**src/rtl/p_mul_pkg.sv**
```systemverilog
// rtl/p_mul_pkg.sv - shared types, pack-width indices and lane-width helper for p_mul_gen
package p_mul_pkg;

    typedef enum logic [1:0] {
        ST_IDLE = 2'd0,
        ST_RUN  = 2'd1,
        ST_DONE = 2'd2
    } state_t;

    // Bit k of the one-hot pack-width field selects lanes of XLEN>>k bits.
    localparam int PW_IDX_FULL      = 0;
    localparam int PW_IDX_HALF      = 1;
    localparam int PW_IDX_QUARTER   = 2;
    localparam int PW_IDX_EIGHTH    = 3;
    localparam int PW_IDX_SIXTEENTH = 4;
    localparam int PW_IDX_32ND      = 5;

    localparam int PW_MAX_BITS = 8;

    function automatic int lane_width(input logic [PW_MAX_BITS-1:0] pw, input int xlen);
        int w;
        w = 0;
        for (int k = 0; k < PW_MAX_BITS; k++) begin
            if (pw[k]) begin
                w = xlen >> k;
            end
        end
        return w;
    endfunction

endpackage

```
**src/rtl/p_addsub.sv**
```systemverilog
// rtl/p_addsub.sv - packed-lane adder/subtractor, carries never cross a lane boundary
module p_addsub #(
    parameter int W   = 64,
    parameter int PWN = 5
) (
    input  logic [W-1:0]   a,
    input  logic [W-1:0]   b,
    input  logic           sub,
    input  logic [PWN-1:0] pw,
    output logic [W-1:0]   sum
);

    logic [W-1:0] lane_start;
    logic [W-1:0] bx;

    // pw bit k selects lanes of W>>k bits within this vector
    always_comb begin
        lane_start = '0;
        for (int k = 0; k < PWN; k++) begin
            for (int p = 0; p < W; p++) begin
                if (pw[k] && ((p % (W >> k)) == 0)) begin
                    lane_start[p] = 1'b1;
                end
            end
        end
    end

    assign bx = b ^ {W{sub}};

    always_comb begin
        logic carry;
        carry = sub;
        sum   = '0;
        for (int p = 0; p < W; p++) begin
            if (lane_start[p]) begin
                carry = sub;
            end
            sum[p] = a[p] ^ bx[p] ^ carry;
            carry  = (a[p] & bx[p]) | (carry & (a[p] ^ bx[p]));
        end
    end

endmodule

```
**src/rtl/p_mul_step.sv**
```systemverilog
// rtl/p_mul_step.sv - one BPC-bit packed shift-add (or shift-xor) multiply step
module p_mul_step
    import p_mul_pkg::*;
#(
    parameter int XLEN = 32,
    parameter int BPC  = 1,
    parameter int PWN  = 5
) (
    input  logic [2*XLEN-1:0] psum,
    input  logic [2*XLEN-1:0] mcand,
    input  logic [XLEN-1:0]   mplier,
    input  logic [PWN-1:0]    pw,
    input  logic              clmul,
    output logic [2*XLEN-1:0] psum_next,
    output logic [2*XLEN-1:0] mcand_next,
    output logic [XLEN-1:0]   mplier_next
);

    localparam int WW = 2 * XLEN;

    logic [WW-1:0]   ps_s [BPC+1];
    logic [WW-1:0]   mc_s [BPC+1];
    logic [XLEN-1:0] mp_s [BPC+1];

    assign ps_s[0] = psum;
    assign mc_s[0] = mcand;
    assign mp_s[0] = mplier;

    // Lane i of the multiplicand lives in the 2L-bit wide slot i, so shifting the whole
    // vector left never pushes bits into a neighbouring slot within L steps.
    for (genvar b = 0; b < BPC; b++) begin : g_stage
        logic [WW-1:0] wmask;
        logic [WW-1:0] addend;
        logic [WW-1:0] sum;

        always_comb begin
            wmask = '0;
            for (int k = 0; k < PWN; k++) begin
                for (int q = 0; q < WW; q++) begin
                    if (pw[k] && mp_s[b][(q / (2 * (XLEN >> k))) * (XLEN >> k)]) begin
                        wmask[q] = 1'b1;
                    end
                end
            end
        end

        assign addend = mc_s[b] & wmask;

        p_addsub #(
            .W   (WW),
            .PWN (PWN)
        ) u_add (
            .a   (ps_s[b]),
            .b   (addend),
            .sub (1'b0),
            .pw  (pw),
            .sum (sum)
        );

        assign ps_s[b+1] = clmul ? (ps_s[b] ^ addend) : sum;
        assign mc_s[b+1] = mc_s[b] << 1;
        assign mp_s[b+1] = mp_s[b] >> 1;
    end

    assign psum_next   = ps_s[BPC];
    assign mcand_next  = mc_s[BPC];
    assign mplier_next = mp_s[BPC];

endmodule

```
**src/rtl/p_mul_gen.sv**
```systemverilog
// rtl/p_mul_gen.sv - iterative packed-lane multiplier (low/high/carry-less) with req/rsp handshake
module p_mul_gen
    import p_mul_pkg::*;
#(
    parameter int XLEN = 32,
    parameter int BPC  = 1,
    localparam int PWN = $clog2(XLEN)
) (
    input  logic            clock,
    input  logic            resetn,
    input  logic            flush,
    input  logic            req_valid,
    output logic            req_ready,
    input  logic            req_mul_l,
    input  logic            req_mul_h,
    input  logic            req_clmul,
    input  logic [PWN-1:0]  req_pw,
    input  logic [XLEN-1:0] req_rs1,
    input  logic [XLEN-1:0] req_rs2,
    output logic            rsp_valid,
    input  logic            rsp_ready,
    output logic [XLEN-1:0] rsp_result,
    output logic            rsp_err
);

    localparam int WW = 2 * XLEN;

    state_t          state;
    state_t          state_nxt;
    logic [WW-1:0]   psum_q;
    logic [WW-1:0]   mcand_q;
    logic [WW-1:0]   psum_nxt;
    logic [WW-1:0]   mcand_nxt;
    logic [WW-1:0]   mcand_init;
    logic [XLEN-1:0] mplier_q;
    logic [XLEN-1:0] mplier_nxt;
    logic [XLEN-1:0] result;
    logic [PWN-1:0]  pw_q;
    logic [PWN-1:0]  cnt_q;
    logic            mul_h_q;
    logic            clmul_q;
    logic            err_q;
    logic            accept;
    logic            legal;
    logic            last_step;

    assign accept    = req_valid && (state == ST_IDLE) && !flush;
    assign legal     = (req_pw != '0) && ((req_pw & (req_pw - 1'b1)) == '0)
                       && (req_mul_l != req_mul_h);
    assign last_step = (int'(cnt_q) == (lane_width(PW_MAX_BITS'(pw_q), XLEN) / BPC) - 1);

    // Spread each rs1 lane into the low half of its 2L-bit product slot.
    always_comb begin
        mcand_init = '0;
        for (int k = 0; k < PWN; k++) begin
            for (int q = 0; q < WW; q++) begin
                if (req_pw[k] && ((q % (2 * (XLEN >> k))) < (XLEN >> k))) begin
                    mcand_init[q] = req_rs1[(q / (2 * (XLEN >> k))) * (XLEN >> k)
                                            + (q % (XLEN >> k))];
                end
            end
        end
    end

    p_mul_step #(
        .XLEN (XLEN),
        .BPC  (BPC),
        .PWN  (PWN)
    ) u_step (
        .psum        (psum_q),
        .mcand       (mcand_q),
        .mplier      (mplier_q),
        .pw          (pw_q),
        .clmul       (clmul_q),
        .psum_next   (psum_nxt),
        .mcand_next  (mcand_nxt),
        .mplier_next (mplier_nxt)
    );

    always_ff @(posedge clock or negedge resetn) begin
        if (!resetn) begin
            state <= ST_IDLE;
        end else begin
            state <= state_nxt;
        end
    end

    always_comb begin
        state_nxt = state;
        req_ready = 1'b0;
        rsp_valid = 1'b0;
        case (state)
            ST_IDLE: begin
                req_ready = 1'b1;
                if (accept) begin
                    state_nxt = legal ? ST_RUN : ST_DONE;
                end
            end
            ST_RUN: begin
                if (last_step) begin
                    state_nxt = ST_DONE;
                end
            end
            ST_DONE: begin
                rsp_valid = 1'b1;
                if (rsp_ready) begin
                    state_nxt = ST_IDLE;
                end
            end
            default: state_nxt = ST_IDLE;
        endcase
        if (flush) begin
            state_nxt = ST_IDLE;
        end
    end

    always_ff @(posedge clock or negedge resetn) begin
        if (!resetn) begin
            psum_q   <= '0;
            mcand_q  <= '0;
            mplier_q <= '0;
            pw_q     <= '0;
            cnt_q    <= '0;
            mul_h_q  <= 1'b0;
            clmul_q  <= 1'b0;
            err_q    <= 1'b0;
        end else if (accept) begin
            psum_q   <= '0;
            mcand_q  <= mcand_init;
            mplier_q <= req_rs2;
            pw_q     <= req_pw;
            cnt_q    <= '0;
            mul_h_q  <= req_mul_h;
            clmul_q  <= req_clmul;
            err_q    <= !legal;
        end else if ((state == ST_RUN) && !flush) begin
            psum_q   <= psum_nxt;
            mcand_q  <= mcand_nxt;
            mplier_q <= mplier_nxt;
            cnt_q    <= cnt_q + 1'b1;
        end
    end

    // Gather low or high half of every 2L-bit product slot back into packed lanes.
    always_comb begin
        result = '0;
        for (int k = 0; k < PWN; k++) begin
            for (int p = 0; p < XLEN; p++) begin
                if (pw_q[k]) begin
                    if (mul_h_q) begin
                        result[p] = psum_q[2 * (XLEN >> k) * (p / (XLEN >> k))
                                           + (p % (XLEN >> k)) + (XLEN >> k)];
                    end else begin
                        result[p] = psum_q[2 * (XLEN >> k) * (p / (XLEN >> k))
                                           + (p % (XLEN >> k))];
                    end
                end
            end
        end
    end

    assign rsp_err    = rsp_valid && err_q;
    assign rsp_result = (rsp_valid && !err_q) ? result : '0;

endmodule
```
**config.mk**
```make
export PLATFORM = sky130hd
export DESIGN_NAME = p_mul_gen
export DESIGN_NICKNAME = d
export VERILOG_FILES = /design/src/rtl/p_mul_pkg.sv /design/src/rtl/p_addsub.sv /design/src/rtl/p_mul_step.sv /design/src/rtl/p_mul_gen.sv
export SDC_FILE = /design/constraint.sdc
export NUM_CORES = 1
export LEC_CHECK = 0
export CAP_MARGIN = 0
export CORE_ASPECT_RATIO = 1.75
export CORE_MARGIN = 2
export CORE_UTILIZATION = 39
export DETAILED_ROUTE_END_ITERATION = 12
export DONT_BUFFER_PORTS = 1
export PLACE_DENSITY = 0.55
export SYNTH_ARGS = -nofsm -noshare
export SYNTH_HDL_FRONTEND = slang
export SYNTH_SLANG_ARGS = --single-unit
```
**constraint.sdc**
```tcl
create_clock -name clock -period 23.2 [get_ports clock]
set_input_delay 4.64 -clock clock [delete_from_list [all_inputs] [get_ports clock]]
set_output_delay 4.64 -clock clock [all_outputs]
set_load 0.005 [all_outputs]
```
Word-level counts from Yosys, hierarchy flattened
Index checks and enable logic that the tools add are counted.
{"block": "op_classes", "add_sub_neg": 3, "n_mul": 0, "div_mod_pow": 0, "magnitude_cmp": 0, "n_eq_ne": 7, "n_shift": 0, "mux": 559, "n_bitwise": 317, "n_reduce_logical": 46}
{"op": "two-way mux 1 bit", "count": 538}
{"op": "two-way mux 64 bit", "count": 5}
{"op": "XOR 1 bit", "count": 127}
{"op": "bitwise AND 1 bit", "count": 125}
{"op": "two-way mux 32 bit", "count": 3}
{"op": "bitwise AND 64 bit", "count": 1}
{"op": "XOR 64 bit", "count": 1}
{"op": "bitwise OR 1 bit", "count": 62}
{"op": "logical AND 1 bit", "count": 38}
{"op": "== test 6 x 32 -> 1 bit", "count": 1}
{"op": "subtractor 32 x 2 -> 32 bit (second input constant)", "count": 1}
{"op": "two-way mux 6 bit", "count": 5}
{"op": "two-way mux 2 bit", "count": 5}
{"op": "two-way mux 5 bit", "count": 2}
{"op": "inequality test 3 bit (second input constant)", "count": 3}
{"op": "one-hot mux 2 bit (3 select lines)", "count": 1}
{"op": "adder 5 x 1 -> 5 bit (second input constant)", "count": 1}
{"op": "bitwise AND 5 bit", "count": 1}
{"op": "logical NOT 5 bit", "count": 1}
{"op": "nonzero test 5 bit", "count": 1}
{"op": "subtractor 5 x 1 -> 5 bit (second input constant)", "count": 1}
{"op": "logical NOT 1 bit", "count": 3}
{"op": "AND reduction 3 bit", "count": 1}
{"op": "== test 2 x 1 -> 1 bit (second input constant)", "count": 1}
{"op": "4 further kinds", "count": 4}
{"block": "totals", "reg_bits": 175, "latchBits": 0, "ram_bits": 0, "mem_bits_ro": 0, "n_memories": 0}

Depth between registers and ports, before layout
Gate-level depths: netlist (run 1).
{"block": "depth", "ltp_word": 151, "mapped_depth": 103, "depth_no_buf": 101}

Hierarchy
Synthesis (run 1) repeated with hierarchy kept, for this count alone.
{"block": "unflattened", "cells_unflattened": 2196, "hier_area_um2": 17000.1}
{"mod": "p_mul_gen", "n_inst": 1, "cells_each": 1214, "area_each_um2": 9917.0, "seq_area_each_um2": 4379.2}
{"mod": "p_mul_step", "n_inst": 1, "cells_each": 689, "area_each_um2": 4505.6, "seq_area_each_um2": 0.0}
{"mod": "p_addsub", "n_inst": 1, "cells_each": 293, "area_each_um2": 2577.5, "seq_area_each_um2": 0.0}

Worst setup path before layout (run 1)
OpenSTA, ideal clock, no wires.
{"block": "synth_timing", "kind": "register to register", "startpoint": "register pw_q[4]", "endpoint": "register psum_q[63]", "setup_time_ns": 0.119, "t_arrival_ns": 23.297, "setup_slack_ns": -0.216, "stages_incl_launch_ff": 104, "n_path_buf": 2, "period_less_slack_ns": 23.416, "cell_sequence": "dfrtp_1 buf_2 buf_2 nor3_1 a21boi_0 and2_1 ha_1 inv_1 fa_1 fa_1 inv_1 fa_1 nand2_1 fa_1 fa_1 fa_1 inv_1 fa_1 (+68 left out) fa_1 inv_1 fa_1 nand2_1 fa_1 fa_1 fa_1 inv_1 fa_1 nand2_1 fa_1 inv_1 fa_1 fa_1 nand2b_1 xnor2_1 o21ai_0 a21bo_2"}
{"block": "synth_between", "elab_chain_len": 147, "word_cells_on_any_way": 307, "cone_classes": "38 x mux; 253 x bitwise; 16 x reduce/logical"}
{"element": "start, declared", "line_no": "p_mul_gen.sv:38", "text": "logic [PWN-1:0] pw_q;"}
{"element": "start signal, assigned", "line_no": "p_mul_gen.sv:131", "text": "pw_q <= req_pw;"}
{"element": "logical AND 1 bit", "line_no": "p_mul_step.sv:40", "text": "if (pw[k] && mp_s[b][(q / (2 * (XLEN >> k))) * (XLEN >> k)]) begin"}
{"element": "two-way mux 1 bit", "line_no": "p_mul_step.sv:40"}
{"element": "bitwise AND 64 bit", "line_no": "p_mul_step.sv:47", "text": "assign addend = mc_s[b] & wmask;"}
{"element": "bitwise AND 1 bit or XOR 1 bit (tied branches)", "line_no": "p_addsub.sv:39", "text": "carry = (a[p] & bx[p]) | (carry & (a[p] ^ bx[p]));"}
{"element": "bitwise AND 1 bit", "line_no": "p_addsub.sv:39"}
{"element": "bitwise OR 1 bit", "line_no": "p_addsub.sv:39"}
{"element": "bitwise AND 1 bit", "line_no": "p_addsub.sv:39"}
{"element": "bitwise OR 1 bit", "line_no": "p_addsub.sv:39"}
{"element": "(+131 left out)"}
{"element": "bitwise AND 1 bit", "line_no": "p_addsub.sv:39"}
{"element": "bitwise OR 1 bit", "line_no": "p_addsub.sv:39"}
{"element": "bitwise AND 1 bit", "line_no": "p_addsub.sv:39"}
{"element": "bitwise OR 1 bit", "line_no": "p_addsub.sv:39"}
{"element": "XOR 1 bit", "line_no": "p_addsub.sv:38", "text": "sum[p] = a[p] ^ bx[p] ^ carry;"}
{"element": "two-way mux 64 bit *", "line_no": "p_mul_step.sv:60", "text": "assign ps_s[b+1] = clmul ? (ps_s[b] ^ addend) : sum;"}
{"element": "two-way mux 64 bit *", "line_no": "p_mul_gen.sv:136", "text": "end else if ((state == ST_RUN) && !flush) begin"}
{"element": "two-way mux 64 bit *", "line_no": "p_mul_gen.sv:127", "text": "end else if (accept) begin"}
{"element": "end signal, assigned", "line_no": "p_mul_gen.sv:137", "text": "psum_q <= psum_nxt;"}
{"element": "end, declared", "line_no": "p_mul_gen.sv:30", "text": "logic [WW-1:0] psum_q;"}
Every way passes the cells marked *; elsewhere a longest branch is shown, timed or not. The select of a mux whose other input is x is not followed.
A chain may end at the register's enable or synchronous reset.

Final worst setup path (run 1)
{"block": "layout_timing", "startpoint": "register pw_q[2]", "endpoint": "register psum_q[63]"}
{"block": "layout_between", "elab_chain_len": 149, "word_cells_on_any_way": 309, "cone_classes": "52 x mux; 253 x bitwise; 4 x reduce/logical"}
{"element": "logical AND 1 bit", "line_no": "p_mul_step.sv:40"}
{"element": "two-way mux 1 bit (3 in series)", "line_no": "p_mul_step.sv:40"}
{"element": "bitwise AND 64 bit", "line_no": "p_mul_step.sv:47"}
{"element": "bitwise AND 1 bit or XOR 1 bit (tied branches)", "line_no": "p_addsub.sv:39"}
{"element": "bitwise AND 1 bit", "line_no": "p_addsub.sv:39"}
{"element": "bitwise OR 1 bit", "line_no": "p_addsub.sv:39"}
{"element": "bitwise AND 1 bit", "line_no": "p_addsub.sv:39"}
{"element": "bitwise OR 1 bit", "line_no": "p_addsub.sv:39"}
{"element": "(+131 left out)"}
{"element": "bitwise AND 1 bit", "line_no": "p_addsub.sv:39"}
{"element": "bitwise OR 1 bit", "line_no": "p_addsub.sv:39"}
{"element": "bitwise AND 1 bit", "line_no": "p_addsub.sv:39"}
{"element": "bitwise OR 1 bit", "line_no": "p_addsub.sv:39"}
{"element": "XOR 1 bit", "line_no": "p_addsub.sv:38"}
{"element": "two-way mux 64 bit *", "line_no": "p_mul_step.sv:60"}
{"element": "two-way mux 64 bit *", "line_no": "p_mul_gen.sv:136"}
{"element": "two-way mux 64 bit *", "line_no": "p_mul_gen.sv:127"}
Marked as above.

==> summary.txt, run 1 <==
Setup path
  – Worst stage delay on the critical path: 0.41 ns
  – Slowest cell on the critical path: fa_2
  – Crit Reg-Reg Startpoint: pw_q[2]$_DFFE_PN0P_
  – Data arrival time of the worst path: 23.05 ns
  – R2r setup slk: 0.51 ns
  – FF-to-FF path depth: 101
  – Critical Path Start: pw_q[2]$_DFFE_PN0P_
  – Critical R2R Capture: psum_q[63]$_DFFE_PN0P_
  – Req. time, crit path: 23.56 ns
  – Setup crit end kind: register
  – CP dominant cell by count: fa_2
  – Critical path endpoint: psum_q[63]$_DFFE_PN0P_
  – WS Path Type: reg -> reg
  – Startpoint types: register
  – CP Max Fanout: 2

Global route
  – Remaining Overflow, GRT: 0
  – Largest net degree at the start of global routing: 176
  – Met1 Use GR: 35.29%
  – First-pass GRT wire length: 75910 µm
  – GR Util met2: 47.33%
  – Vias in the first global route: 12.24k
  – Antenna violations before repair: 0
  – Total track usage: 28.07%
  – M3 GR Usage: 4.044%
  – Top Usage Layer GRT: met2

Floorplan
  – Core area: 33740 µm²
  – Die width: 143.8 µm
  – Core Rows: 89
  – Die area: 35760 µm²
  – Die Y: 248.7 µm
  – Starting density of the core: 39.54%
  – I/O pins: 112

Pwr
  – P_leak: 6.339 nW
  – VDD IR max: 62.80 µV
  – Part of the power in registers: 34.6%
  – Sw frac: 44.05%
  – Switching Power: 585.0 µW
  – PD cells: 91.75 nW/µm²
  – Clock power frac: 23.8%
  – Logic gate share of total power: 41.6%
  – Cell-internal power: 743.0 µW

Layout
  – Core Util, Final: 42.90%
  – Layout overhead on the synthesized area: 8.498%
  – Net count, final: 1766
  – Design Area, Final: 14470 µm²
  – Ant diodes: 0
  – Layout cell share with drive strength beyond 1: 11.19%

STA
  – Min cycle time layout: 22.69 ns
  – Slew Limit Headroom: 24.23%
  – Worst setup margin: 0.5105 ns
  – Worst slew pin tran: 1.132 ns
  – Fmax: 44.07 MHz
  – Fin crit share: 97.80%
  – Fin. max-slew vios: 0
  – Final Skew: 0.01222 ns
  – Unrepaired setup endpoints after global routing: yes
  – Final setup viols: 0
  – WHS: 0.4779 ns
  – TNS Setup: 0 ns
  – Final hold vios: 0

Placed design
  – Placer's final routability congestion estimate: 0.8955
  – DPL Wire Length: 35090 µm
  – DP Worst Slack: -0.9610 ns
  – Port Buffers: 0
  – DP Area: 13670 µm²

CTS
  – Hold-fix buffers at CTS: 0
  – CTS max path bufs: 2
  – Clk root buf: clkbuf_16
  – Depth of the CTS H-tree: 4
  – TritonCTS clock tree: yes
  – Post-CTS setup buffers: 0
  – Cts bufs inserted: 17
  – CTS sink count: 175
  – Clk slew on worst S/H paths: 0.08 ns
  – Worst-skew pair later-pin latency: 0.46 ns

Route
  – Starting DRT DRC Count: 1147
  – DRT Pass-1 Iters: 6
  – Routed Antenna Nets: 0
  – Vias per std cell: 6.114
  – Detailed Route WL: 49820 µm
  – Drt wl/cell: 24.56 µm
  – Residual DRC: 0
  – Via count: 12.40k

Synth
  – Synthesized cell area: 13340 µm²
  – Main flop type after synthesis: dfrtp_1
  – Post-synth top area cell: dfrtp_1
  – Syn avg cell area: 8.149 µm²
  – Cell variety after synth: 62
  – Synth Register Bits: 175
  – Number of synthesis warnings: 0
  – Largest cells by area after synthesis: dfrtp_1, nand2_1, fa_1, ha_1, a21oi_1
  – Count leader, synth: nand2_1
  – Post-synth ARST share: 100.0%
  – Post-synth EDFFs: 0
  – Synth top area share: 32.83%
  – Post-synth top cells: nand2_1, dfrtp_1, a21oi_1
  – Mapped Cells: 1637
  – Syn_nets: 1841
  – Sequential fraction of the synthesis area: 32.83%

Status
  – Status: finished, final reports clean

Flow run
  – Max Cap Violations: 0

Worst hold path
  – Hold Path Class: reg -> reg
worst max-delay path, delay by kind of cell, from the launching register on:
| kind | cells | cell delay, ns |
|---|---|---|
| AOI/OAI and AO/OA | 3 | 0.47 |
| xor gates and xnor gates | 1 | 0.19 |
| adders and majority gates | 63 | 19.23 |
| buffers and inverters | 16 | 0.97 |
| DFF | 1 | 0.37 |
| and+or+nand+nor | 18 | 1.33 |
power by group through the flow:
stage | Clock, mW | Combinational (mW) | Sequential, mW
finish | 0.317 | 0.552 | 0.459
global route | 0.334 | 0.613 | 0.468
CTS | 0.321 | 0.543 | 0.457
detailed placement | 0 | 0.537 | 0.463
global placement | 0 | 0.528 | 0.461
floorplan | 0 | 0.407 | 0.412
worst min-delay path by stage:
stage,start,endpoint,slack (ns),cells after the start
floorplan,mplier_q[11]$_DFFE_PN0P_,mplier_q[11]$_DFFE_PN0P_,0.45,2
detailed placement,mplier_q[25]$_DFFE_PN0P_,mplier_q[25]$_DFFE_PN0P_,0.46,2
finish,mplier_q[19]$_DFFE_PN0P_,mplier_q[19]$_DFFE_PN0P_,0.48,2
CTS,mplier_q[19]$_DFFE_PN0P_,mplier_q[19]$_DFFE_PN0P_,0.48,2
global route,mplier_q[25]$_DFFE_PN0P_,mplier_q[25]$_DFFE_PN0P_,0.50,2
global placement,mplier_q[1]$_DFFE_PN0P_,mplier_q[1]$_DFFE_PN0P_,0.46,2
per-stage QoR:
step | power [mW] | cells
2_1_floorplan | 0.8186 | 1637
3_3_place_gp | 0.9894 | 1998
3_5_place_dp | 0.9998 | 1998
4_1_cts | 1.320 | 2028
5_1_grt | 1.415 | 2028
6_report | 1.328 | 2028
flip-flops by register name (all words and copies together) (netlist names):
name      cells
mul_h_q       1
cnt_q         5
clmul_q       1
mplier_q     32
state         2
psum_q       64
mcand_q      64
err_q         1
pw_q          5
kinds of logic after synthesis:
logic type | count (synthesis) | share of synthesized area (%)
AOI/OAI and AO/OA | 507 | 24.93
xor gates and xnor gates | 8 | 0.5253
adders and majority gates | 127 | 15.40
buffers and inverters | 247 | 7.409
DFF | 175 | 32.83
muxes | 17 | 1.276
and+or+nand+nor | 556 | 17.63
cell type report:
type,instances,area [µm²]
tap,455,569.3
clock buffer,18,429.2
inverter,118,442.9
multi-input combinational,1215,8194
fill,3370,19270
clock inverter,12,185.2
timing repair buffer,35,262.8
sequential,175,4390
metal layers:
layer,part of all wire (%),vias up
met5,0,-
met4,4.6,0
met3,5.8,114
met2,50,513
met1,39,6245
li1,-,5527
what timing repair did:
action / in CTS / in global routing
setup endpoints to repair: 5 / 4
gates resized for setup: 27 / 59
pin swaps: 7 / 15
cell usage in the layout (no fill, tap or decap), drive strengths merged, types with 5 or more instances in the layout:
cell | synthesis | final
nand2 | 355 | 355
dfrtp | 175 | 175
a21oi | 143 | 143
inv | 115 | 119
o21ai | 93 | 93
nor2 | 91 | 91
ha | 65 | 65
fa | 62 | 62
a22oi | 45 | 45
o22ai | 39 | 39
a211oi | 36 | 36
buf | 62 | 35
a221oi | 33 | 33
a31oi | 23 | 23
a221o | 22 | 22
a32oi | 19 | 19
nand3 | 19 | 19
nor3 | 19 | 19
and2 | 18 | 18
clkbuf | 67 | 18
mux2i | 17 | 17
nand2b | 15 | 15
nor2b | 10 | 10
o211ai | 10 | 10
nor3b | 8 | 8
or2 | 7 | 7
o221ai | 6 | 6
xor2 | 6 | 6
a21o | 5 | 5
a22o | 5 | 5
o221a | 5 | 5
Note: power is estimated with default switching activity, not from simulation.
==> run 2: changes to the inputs <==
--- a/config.mk
+++ b/config.mk
@@ -10,6 +10,6 @@
 export CORE_MARGIN = 2
-export CORE_UTILIZATION = 39
+export CORE_UTILIZATION = 55
 export DETAILED_ROUTE_END_ITERATION = 12
 export DONT_BUFFER_PORTS = 1
-export PLACE_DENSITY = 0.55
+export PLACE_DENSITY_LB_ADDON = 0.12
 export SYNTH_ARGS = -nofsm -noshare
--- a/constraint.sdc
+++ b/constraint.sdc
@@ -3,2 +3,2 @@
 set_output_delay 4.64 -clock clock [all_outputs]
-set_load 0.005 [all_outputs]
+set_load 0.02 [all_outputs]
==> run 2 against run 1 <==
Register-to-register slack improved by 0.02 ns. Highest routed layer unchanged. Sequential share of layout area increased by 0.49 points. Clock power increased by 5%. Non-clock buffer count decreased by 5. Cell count decreased by 7.4%. Die area decreased by 29%. Clock skew about the same. Via count increased by 0.69%. Global-route usage increased by 8.1 points. Routed wire length decreased by 9.9%.
==> summary.txt, run 2 (same netlist as run 1, synthesis figures left out) <==
Floorplan
  – Core area: 23930 µm² (was 33740 µm²)
  – Starting density of the core: 55.75% (was 39.54%)
  – Die width: 121.7 µm (was 143.8 µm)
  – Die Y: 210.0 µm (was 248.7 µm)
  – Die area: 25570 µm² (was 35760 µm²)
  – Core Rows: 75 (was 89)
  – I/O pins: 112 (unchanged)

STA
  – Min cycle time layout: 22.67 ns (was 22.69 ns)
  – Fmax: 44.10 MHz (was 44.07 MHz)
  – Worst slew pin tran: 1.030 ns (was 1.132 ns)
  – Fin crit share: 97.73% (was 97.80%)
  – Final hold vios: 0 (unchanged)
  – Final Skew: 0.01197 ns (was 0.01222 ns)
  – Worst setup margin: 0.5266 ns (was 0.5105 ns)
  – Unrepaired setup endpoints after global routing: yes (unchanged)
  – Fin. max-slew vios: 0 (unchanged)
  – Slew Limit Headroom: 31.08% (was 24.23%)
  – Final setup viols: 0 (unchanged)

Route
  – Residual DRC: 0 (unchanged)
  – Drt wl/cell: 23.91 µm (was 24.56 µm)
  – Via count: 12.49k (was 12.40k)
  – Routed Antenna Nets: 0 (unchanged)
  – Detailed Route WL: 44900 µm (was 49820 µm)
  – DRT Pass-1 Iters: 6 (unchanged)
  – Vias per std cell: 6.648 (was 6.114)
  – Starting DRT DRC Count: 1444 (was 1147)

CTS
  – Hold-fix buffers at CTS: 0 (unchanged)
  – CTS sink count: 175 (unchanged)
  – TritonCTS clock tree: yes (unchanged)
  – Clk slew on worst S/H paths: 0.07 ns (was 0.08 ns)
  – Post-CTS setup buffers: 0 (unchanged)
  – Worst-skew pair later-pin latency: 0.46 ns (about the same)
  – CTS max path bufs: 2 (unchanged)
  – Clk root buf: clkbuf_16 (unchanged)
  – Depth of the CTS H-tree: 4 (unchanged)
  – Cts bufs inserted: 17 (unchanged)

Layout
  – Layout cell share with drive strength beyond 1: 8.854% (was 11.19%)
  – Post-Layout Cell Count: 1878 (was 2028)
  – Commonest non-fill, non-tap cell in the layout: nand2_1 (unchanged)
  – Net count, final: 1761 (was 1766)
  – Commonest cells after routing, fill and taps aside: nand2_1, dfrtp_1, a21oi_1 (unchanged)
  – Core Util, Final: 59.52% (was 42.90%)
  – Ant diodes: 0 (unchanged)
  – Layout overhead on the synthesized area: 6.772% (was 8.498%)
  – Biggest regs: mcand_q (64), psum_q (64), mplier_q (32) (unchanged)

Setup path
  – Setup crit end kind: register (unchanged)
  – Slowest cell on the critical path: fa_1 (was fa_2)
  – CP Max Fanout: 2 (unchanged)
  – Worst stage delay on the critical path: 0.37 ns (was 0.41 ns)
  – Req. time, crit path: 23.55 ns (was 23.56 ns)
  – CP dominant cell by count: fa_2 (unchanged)
  – Data arrival time of the worst path: 23.02 ns (was 23.05 ns)
  – Startpoint types: register (unchanged)
  – WS Path Type: reg -> reg (unchanged)

Placed design
  – DP Worst Slack: -0.9674 ns (was -0.9610 ns)
  – Placer's final routability congestion estimate: 0.9348 (was 0.8955)
  – Port Buffers: 0 (unchanged)
  – Cell count after placement: 1846 (was 1998)
  – DPL Wire Length: 30990 µm (was 35090 µm)

Global route
  – Vias in the first global route: 12.03k (was 12.24k)
  – Antenna violations before repair: 0 (unchanged)
  – Largest net degree at the start of global routing: 176 (unchanged)
  – Remaining Overflow, GRT: 0 (unchanged)
  – First-pass GRT wire length: 70010 µm (was 75910 µm)
  – Total track usage: 36.18% (was 28.07%)

Pwr
  – Cell-internal power: 756.9 µW (was 743.0 µW)
  – Switching Power: 579.5 µW (was 585.0 µW)
  – PD cells: 93.83 nW/µm² (was 91.75 nW/µm²)
  – P_leak: 6.384 nW (was 6.339 nW)
  – VDD IR max: 72.28 µV (was 62.80 µV)
  – Part of the power in registers: 33.3% (was 34.6%)
  – Logic gate share of total power: 41.8% (was 41.6%)
  – Clock power frac: 24.9% (was 23.8%)
  – Sw frac: 43.36% (was 44.05%)

Worst hold path
  – Hold Path Class: reg -> reg (unchanged)

Flow run
  – Max Cap Violations: 0 (unchanged)

Status
  – Status: finished, final reports clean (unchanged)
==> run 2: changes by cell type in the layout (fill, tap and decap cells not counted), moves of 3 or more <==
cell	previous run	this run
buf_4	35	30
inv_2	16	3
fa_2	58	47
inv_1	99	112
fa_1	4	15
clkinvlp_4	3	0
nand2_2	10	2
nand2_1	345	353
==> run 2: path summary, 6_finish.rpt <==
path | start | to | slack [ns] | depth (start not counted)
worst min register to register | mplier_q[23]$_DFFE_PN0P_ | mplier_q[23]$_DFFE_PN0P_ | 0.48 | 2
worst max register to register | pw_q[3]$_DFFE_PN0P_ | psum_q[63]$_DFFE_PN0P_ | 0.53 | 101
worst min-delay path | mplier_q[23]$_DFFE_PN0P_ | mplier_q[23]$_DFFE_PN0P_ | 0.48 | 2
worst max-delay path | pw_q[3]$_DFFE_PN0P_ | psum_q[63]$_DFFE_PN0P_ | 0.53 | 101
max in group asynchronous | resetn | clmul_q$_DFFE_PN0P_ | 18.84 | 0
min in group asynchronous | resetn | psum_q[60]$_DFFE_PN0P_ | 3.87 | 0
==> run 2: worst max-delay path, delay by kind of cell (launching register included) <==
kind | cells | cell delay [ns]
fa+ha+maj | 63 | 18.93
simple gates | 18 | 1.43
flops | 1 | 0.36
compound gates | 3 | 0.55
xor+xnor | 1 | 0.19
buf+inv | 16 | 1.10
==> run 2: power groups by stage <==
stage          clock (mW)  sequential [mW]  combinational (mW)
5_1_grt             0.348            0.453               0.619
4_1_cts             0.336            0.442               0.548
3_5_place_dp            0            0.447               0.542
3_3_place_gp            0            0.446               0.531
2_1_floorplan           0            0.412               0.420
6_report            0.333            0.445               0.559
==> run 2: what timing repair did <==
action                                  4_1_cts  5_1_grt
pin swaps                                     3        5
endpoints found under the setup margin        5        5
gates cloned                                  0        0
resized for setup                            23       29
==> run 2: final cells by class <==
class                           count  area (µm²)
Sequential cell                   175        4390
Clock buffer                       20       456.7
Clock inverter                     12       203.9
Timing Repair Buffer               30       225.2
Fill cell                        2170        9686
Multi-Input combinational cell   1215        8139
Inverter                          118       442.9
Tap cell                          308       385.4
==> run 2: per-stage QoR <==
stage                     setup TNS, ns  area (µm²)  power [mW]  hold WS (ns)
after floorplan                       0       13370      0.8312        0.4463
after global placement           -1.424       13450      0.9764        0.4577
after detailed placement         -2.814       13450      0.9896        0.4631
after CTS                             0       14170       1.325        0.4798
after global routing            -0.4254       14240       1.420        0.4918
final                                 0       14240       1.336        0.4776
==> run 2: layer usage <==
| metal | share of wire (%) | global-route usage (%) | wire (µm) |
|---|---|---|---|
| met1 | 38 | 46.59 | 16950 |
| met2 | 48 | 58.12 | 21550 |
| met3 | 8.2 | 6.277 | 3697 |
| met4 | 6.0 | 19.10 | 2698 |
| met5 | 0 | 0 | 0 |
==> run 3: changes to the inputs <==
- CORE_UTILIZATION: 55 -> 50
- RECOVER_POWER: not set -> 25
==> run 3 against run 2 <==
Sequential power rose by 0.9%. First-iteration DRC count down 9.8%. Critical path depth unchanged. Final area decreased by 0.11%.
==> summary.txt, run 3 (same netlist as run 1, synthesis figures left out) <==
Pwr
  – P_leak: 6.356 nW (was 6.384 nW)
  – VDD IR max: 68.34 µV (was 72.28 µV)
  – Pwr Total: 1.315 mW (was 1.336 mW)
  – PD cells: 92.42 nW/µm² (was 93.83 nW/µm²)

STA
  – Worst slew pin tran: 1.194 ns (was 1.030 ns)
  – Unrepaired setup endpoints after global routing: yes (unchanged)
  – Final Skew: 0.01436 ns (was 0.01197 ns)
  – Fin crit share: 97.01% (was 97.73%)
  – Final setup viols: 0 (unchanged)
  – Fin. max-slew vios: 0 (unchanged)
  – Min cycle time layout: 22.51 ns (was 22.67 ns)
  – Final hold vios: 0 (unchanged)
  – Slew Limit Headroom: 20.13% (was 31.08%)
  – Worst setup margin: 0.6938 ns (was 0.5266 ns)
  – WHS: 0.4805 ns (was 0.4776 ns)
  – Fmax: 44.43 MHz (was 44.10 MHz)

Setup path
  – FF-to-FF path depth: 101 (unchanged)
  – Data arrival time of the worst path: 22.85 ns (was 23.02 ns)
  – Critical R2R Capture: psum_q[63]$_DFFE_PN0P_ (unchanged)
  – Slowest cell on the critical path: fa_2 (was fa_1)
  – WS Path Type: reg -> reg (unchanged)
  – R2r setup slk: 0.69 ns (was 0.53 ns)
  – Setup crit end kind: register (unchanged)
  – Worst stage delay on the critical path: 0.38 ns (was 0.37 ns)
  – Startpoint types: register (unchanged)
  – CP Max Fanout: 2 (unchanged)
  – Req. time, crit path: 23.54 ns (was 23.55 ns)
  – Crit Reg-Reg Startpoint: pw_q[2]$_DFFE_PN0P_ (was pw_q[3]$_DFFE_PN0P_)
  – CP dominant cell by count: fa_2 (unchanged)

Route
  – Routed Antenna Nets: 0 (unchanged)
  – Drt wl/cell: 24.23 µm (was 23.91 µm)
  – Starting DRT DRC Count: 1303 (was 1444)
  – Vias per std cell: 6.496 (was 6.648)
  – DRT Pass-1 Iters: 8 (was 6)
  – Residual DRC: 0 (unchanged)
  – Detailed Route WL: 45940 µm (was 44900 µm)
  – Via count: 12.32k (was 12.49k)

Global route
  – Antenna violations before repair: 0 (unchanged)
  – Total track usage: 33.28% (was 36.18%)
  – GR Util met2: 54.14% (was 58.12%)
  – First-pass GRT wire length: 71280 µm (was 70010 µm)
  – Top Usage Layer GRT: met2 (unchanged)
  – M3 GR Usage: 5.997% (was 6.277%)
  – Remaining Overflow, GRT: 0 (unchanged)
  – Met1 Use GR: 42.43% (was 46.59%)
  – Vias in the first global route: 12.06k (was 12.03k)
  – Largest net degree at the start of global routing: 176 (unchanged)

Worst hold path
  – Hold Path Class: reg -> reg (unchanged)
  – Hold depth: 2 (unchanged)
  – Worst hold start: mplier_q[5]$_DFFE_PN0P_ (was mplier_q[23]$_DFFE_PN0P_)
  – Hold endpoint: mplier_q[5]$_DFFE_PN0P_ (was mplier_q[23]$_DFFE_PN0P_)

Placed design
  – Placer's final routability congestion estimate: 0.8950 (was 0.9348)
  – DPL Wire Length: 32290 µm (was 30990 µm)
  – Port Buffers: 0 (unchanged)
  – DP Area: 13490 µm² (was 13450 µm²)
  – DP Worst Slack: -0.9326 ns (was -0.9674 ns)

Layout
  – Commonest non-fill, non-tap cell in the layout: nand2_1 (unchanged)
  – Net count, final: 1763 (was 1761)
  – Commonest cells after routing, fill and taps aside: nand2_1, dfrtp_1, a21oi_1 (unchanged)
  – Layout cell share with drive strength beyond 1: 9.160% (was 8.854%)
  – Ant diodes: 0 (unchanged)
  – Biggest regs: mcand_q (64), psum_q (64), mplier_q (32) (unchanged)
  – Layout overhead on the synthesized area: 6.650% (was 6.772%)
  – Register area: 4390 µm² (unchanged)
  – FILL cells: 2456 (was 2170)
  – Multi-input gate area: 8140 µm² (was 8139 µm²)
  – Design Area, Final: 14230 µm² (was 14240 µm²)
  – Core Util, Final: 53.91% (was 59.52%)

Floorplan
  – Core area: 26390 µm² (was 23930 µm²)
  – I/O pins: 112 (unchanged)
  – Die Y: 220.1 µm (was 210.0 µm)
  – Die width: 127.5 µm (was 121.7 µm)
  – Die area: 28050 µm² (was 25570 µm²)
  – Core Rows: 79 (was 75)
  – Starting density of the core: 50.55% (was 55.75%)

Status
  – Status: finished, final reports clean (unchanged)

CTS
  – Clk slew on worst S/H paths: 0.07 ns (about the same)
  – Post-CTS setup buffers: 0 (unchanged)
  – CTS sink count: 175 (unchanged)
  – Cts bufs inserted: 17 (unchanged)
  – Clk root buf: clkbuf_16 (unchanged)
  – CTS max path bufs: 2 (unchanged)
  – Worst-skew pair later-pin latency: 0.46 ns (about the same)
  – TritonCTS clock tree: yes (unchanged)
  – Depth of the CTS H-tree: 4 (unchanged)

Flow run
  – Max Cap Violations: 0 (unchanged)
[run 3: per-stage QoR]
| step | std cells | setup TNS (ns) |
|---|---|---|
| floorplan | 1637 | 0 |
| global placement | 1864 | -1.877 |
| detailed placement | 1864 | -2.806 |
| CTS | 1896 | 0 |
| global route | 1896 | -0.07912 |
| finish | 1896 | 0 |
[run 3: cell type report]
| cell class | count | share of cell area (%) |
|---|---|---|
| multi-input cells | 1215 | 57.22 |
| flip-flops and latches | 175 | 30.86 |
| inverters | 118 | 3.113 |
| clock buffers | 18 | 3.016 |
| well taps | 324 | 2.849 |
| repair buffers | 32 | 1.689 |
| clock inverters | 14 | 1.258 |
[run 3: worst max path at each step]
stage,slack (ns),to,cells after the start,from
floorplan,0.04,psum_q[63]$_DFFE_PN0P_,103,pw_q[4]$_DFFE_PN0P_
detailed placement,-0.93,psum_q[63]$_DFFE_PN0P_,101,pw_q[2]$_DFFE_PN0P_
global route,-0.06,psum_q[63]$_DFFE_PN0P_,101,pw_q[3]$_DFFE_PN0P_
global placement,-0.68,psum_q[63]$_DFFE_PN0P_,101,pw_q[2]$_DFFE_PN0P_
finish,0.69,psum_q[63]$_DFFE_PN0P_,101,pw_q[2]$_DFFE_PN0P_
CTS,0.02,psum_q[63]$_DFFE_PN0P_,101,pw_q[1]$_DFFE_PN0P_
[run 3: layer usage]
| metal | vias to the layer above | share of wire [%] |
|---|---|---|
| li1 | 5516 | - |
| met1 | 6078 | 39 |
| met2 | 581 | 49 |
| met3 | 141 | 6.7 |
| met4 | 0 | 5.4 |
| met5 | - | 0 |
[run 3: power by group]
group | leakage (nW) | total [mW] | internal [mW] | switching (mW)
Combinational | 3.80 | 0.558 | 0.192 | 0.367
Sequential | 2.27 | 0.449 | 0.368 | 0.0809
Clock | 0.294 | 0.308 | 0.171 | 0.137
Total | 6.36 | 1.31 | 0.731 | 0.584
[run 3: what timing repair did]
item | in CTS | in global routing
setup endpoints to repair | 5 | 5
endpoints found under the hold margin | 0 | 0
resized for setup | 25 | 28
cloned | 0 | 0
hold buffers | 0 | 0
pin swaps | 5 | 5
[run 3: critical path: cells and delay by family, from the launching register on]
kind	cells	cell delay, ns
buffers and inverters	16	1.08
flip-flops	1	0.36
XOR/XNOR	1	0.18
adder cells (fa/ha/maj)	63	18.87
AO/OA/AOI/OAI	3	0.47
AND/OR/NAND/NOR	18	1.43
==> RTL change (config.mk and constraints of run 3) <==
`XLEN` is set to 32 in 2 places; all go to 16.
--- a/src/rtl/p_mul_step.sv
+++ b/src/rtl/p_mul_step.sv
@@ -4,3 +4,3 @@
 #(
-    parameter int XLEN = 32,
+    parameter int XLEN = 16,
     parameter int BPC  = 1,
--- a/src/rtl/p_mul_gen.sv
+++ b/src/rtl/p_mul_gen.sv
@@ -4,3 +4,3 @@
 #(
-    parameter int XLEN = 32,
+    parameter int XLEN = 16,
     parameter int BPC  = 1,
Ports: changed (resized req_pw, req_rs1, req_rs2 and rsp_result); port bits go from 112 to 63. No check against the original RTL was run, so the function may have changed too.
==> RTL change against run 3 <==
Fmax up 62%. Cell count decreased by 50%. Sequential cell count decreased by 82. Clock skew shrank 5.7 ps. Combinational power fell by 74%. Final area shrank 50%. Critical endpoint is now psum_q[31]. Routed wire length shrank 58%. Sequential power fell by 50%. Clock power decreased by 48%. Non-clock buffer count is 24 lower. Worst setup slack better by 8600 ps. Highest routed layer unchanged. Power decreased by 60%. Largest cell class unchanged. Synthesized area is 49% lower. Largest power group is now registers.
==> RTL change: results (changes against run 3) <==
----------------------------------------------------
[Synthesis]
  Sequential fraction of the synthesis area ... 34.2% (was 32.8%)
  Syn_nets ... 916 (was 1841)
  Ranking of synthesized cells by area ... sky130_fd_sc_hd__dfrtp_1 (34%), sky130_fd_sc_hd__fa_1 (8.8%), sky130_fd_sc_hd__nand2_1 (8.2%), sky130_fd_sc_hd__ha_1 (6.1%), sky130_fd_sc_hd__o21ai_0 (4.4%) (was sky130_fd_sc_hd__dfrtp_1 (33%), sky130_fd_sc_hd__nand2_1 (10%), sky130_fd_sc_hd__fa_1 (9.3%), sky130_fd_sc_hd__ha_1 (6.1%), sky130_fd_sc_hd__a21oi_1 (5.4%))
  Cells after synthesis ... 809 (was 1637)
  Cell types with the highest counts after synthesis ... sky130_fd_sc_hd__nand2_1 (148), sky130_fd_sc_hd__dfrtp_1 (93), sky130_fd_sc_hd__o21ai_0 (60), sky130_fd_sc_hd__a21oi_1 (55), sky130_fd_sc_hd__inv_1 (50) (was sky130_fd_sc_hd__nand2_1 (355), sky130_fd_sc_hd__dfrtp_1 (175), sky130_fd_sc_hd__a21oi_1 (143), sky130_fd_sc_hd__inv_1 (114), sky130_fd_sc_hd__o21ai_0 (93))

[Pwr]
  Lkg Pwr ... 3.22 nW (was 6.36 nW)
  Peak ir drop on the vdd network ... 0.0577 mV (was 0.0683 mV)

[Final layout]
  Fraction of layout instances using a drive strength above 1 ... 4.81% (was 9.16%)
  Largest registers ... mcand_q: 32 flops, psum_q: 32 flops, mplier_q: 16 flops (was mcand_q: 64 flops, psum_q: 64 flops, mplier_q: 32 flops)
  Net total in the final layout ... 872 (was 1763)

[GRT]
  Via count of the first global-routing pass ... 5923 (was 12.1k)
  First-pass GRT wire length ... 31900 um (was 71300 um)

[Setup path]
  Slowest cell on crit path ... sky130_fd_sc_hd__dfrtp_1 (was sky130_fd_sc_hd__fa_2)
  Arrival time of the worst setup path ... 14080 ps (was 22850 ps)
  Length in cells of the worst reg-to-reg path ... 53 (was 101)

[Run status]
  Status ... finished clean (unchanged)

[Placement]
  Detailed placer's ending HPWL ... 13700 um (was 32300 um)
  Cell count after placement ... 928 (was 1864)
  Final Wtd Congestion ... 0.842 (was 0.895)
  Setup Slack @ Placement ... 9390 ps (was -933 ps)

[Clock tree]
  CTS Buf Count ... 9 (was 17)
  Post-cts resize count ... 0 (was 25)
  Source-to-sink clock delay at the later pin of the worst-skew pair ... 350 ps (was 460 ps)
  Number of levels the H-tree was split into ... 3 (was 4)

[Route]
  Initial DRC Count ... 415 (was 1303)
  Detail-routed net length per standard cell ... 20.7 um (was 24.2 um)
  Number of vias after detailed routing ... 5680 (was 12.3k)
  Number of iterations in the first detailed-routing pass ... 5 (was 8)
  Wire length reported by the detailed router ... 19500 um (was 45900 um)

[STA]
  Slew @ Worst Pin ... 1050 ps (was 1190 ps)

----------------------------------------------------
[RTL change: per-stage QoR]
step                cell area [um2]  utilization (%)
finish                         7120             53.2
CTS                            7120             53.2
detailed placement             6810             50.9
global route                   7120             53.2
global placement               6810             50.9
floorplan                      6810                -
[RTL change: path summary, 6_finish.rpt]
| kind | from | end | slack (ps) |
|---|---|---|---|
| max | pw_q[2] | psum_q[31] | 9330 |
| min | mplier_q[11] | mplier_q[11] | 480 |
| max reg2reg | pw_q[2] | psum_q[31] | 9330 |
| min reg2reg | mplier_q[11] | mplier_q[11] | 480 |
| max in group asynchronous | resetn | psum_q[16] | 19040 |
| min in group asynchronous | resetn | psum_q[28] | 3980 |
[RTL change: cell families (layout without fill, tap and decap cells)]
logic type / after synthesis / after routing / share of synthesized area, %
flops: 93 / 93 / 34.2
compound gates: 227 / 227 / 21.7
xor+xnor: 6 / 6 / 0.772
mux: 11 / 11 / 1.62
fa+ha+maj: 63 / 63 / 14.9
simple gates: 296 / 296 / 19.8
buf+inv: 113 / 74 / 7.11
[RTL change: power groups by stage]
stage / Combinational [mW] / Sequential [mW] / Clock [mW]
after floorplan: 0.127 / 0.203 / 0
after global placement: 0.141 / 0.224 / 0
after detailed placement: 0.146 / 0.225 / 0
after CTS: 0.146 / 0.222 / 0.163
after global routing: 0.168 / 0.227 / 0.168
final: 0.145 / 0.223 / 0.160
[RTL change: metal layers]
layer	wire, um	track usage, %	part of all wire [%]
met5	0	0	0
met4	699	12.4	3.6
met3	994	4.40	5.1
met2	10100	49.4	52
met1	7690	34.4	39
[RTL change: layout make-up]
type                            count  area [um2]
Fill cell                        1267        6260
Multi-Input combinational cell    603        4010
Sequential cell                    93        2330
Clock buffer                       10         239
Tap cell                          174         218
Inverter                           50         188
Clock inverter                      6        78.8
Timing Repair Buffer                8        60.1
[RTL change: critical path, delay by kind of cell (launching register included)]
kind / cells / cell delay (ps)
AO/OA/AOI/OAI: 3 / 550
adder cells (fa/ha/maj): 31 / 10040
buffers and inverters: 8 / 590
flip-flops: 1 / 930
AND/OR/NAND/NOR: 11 / 1590
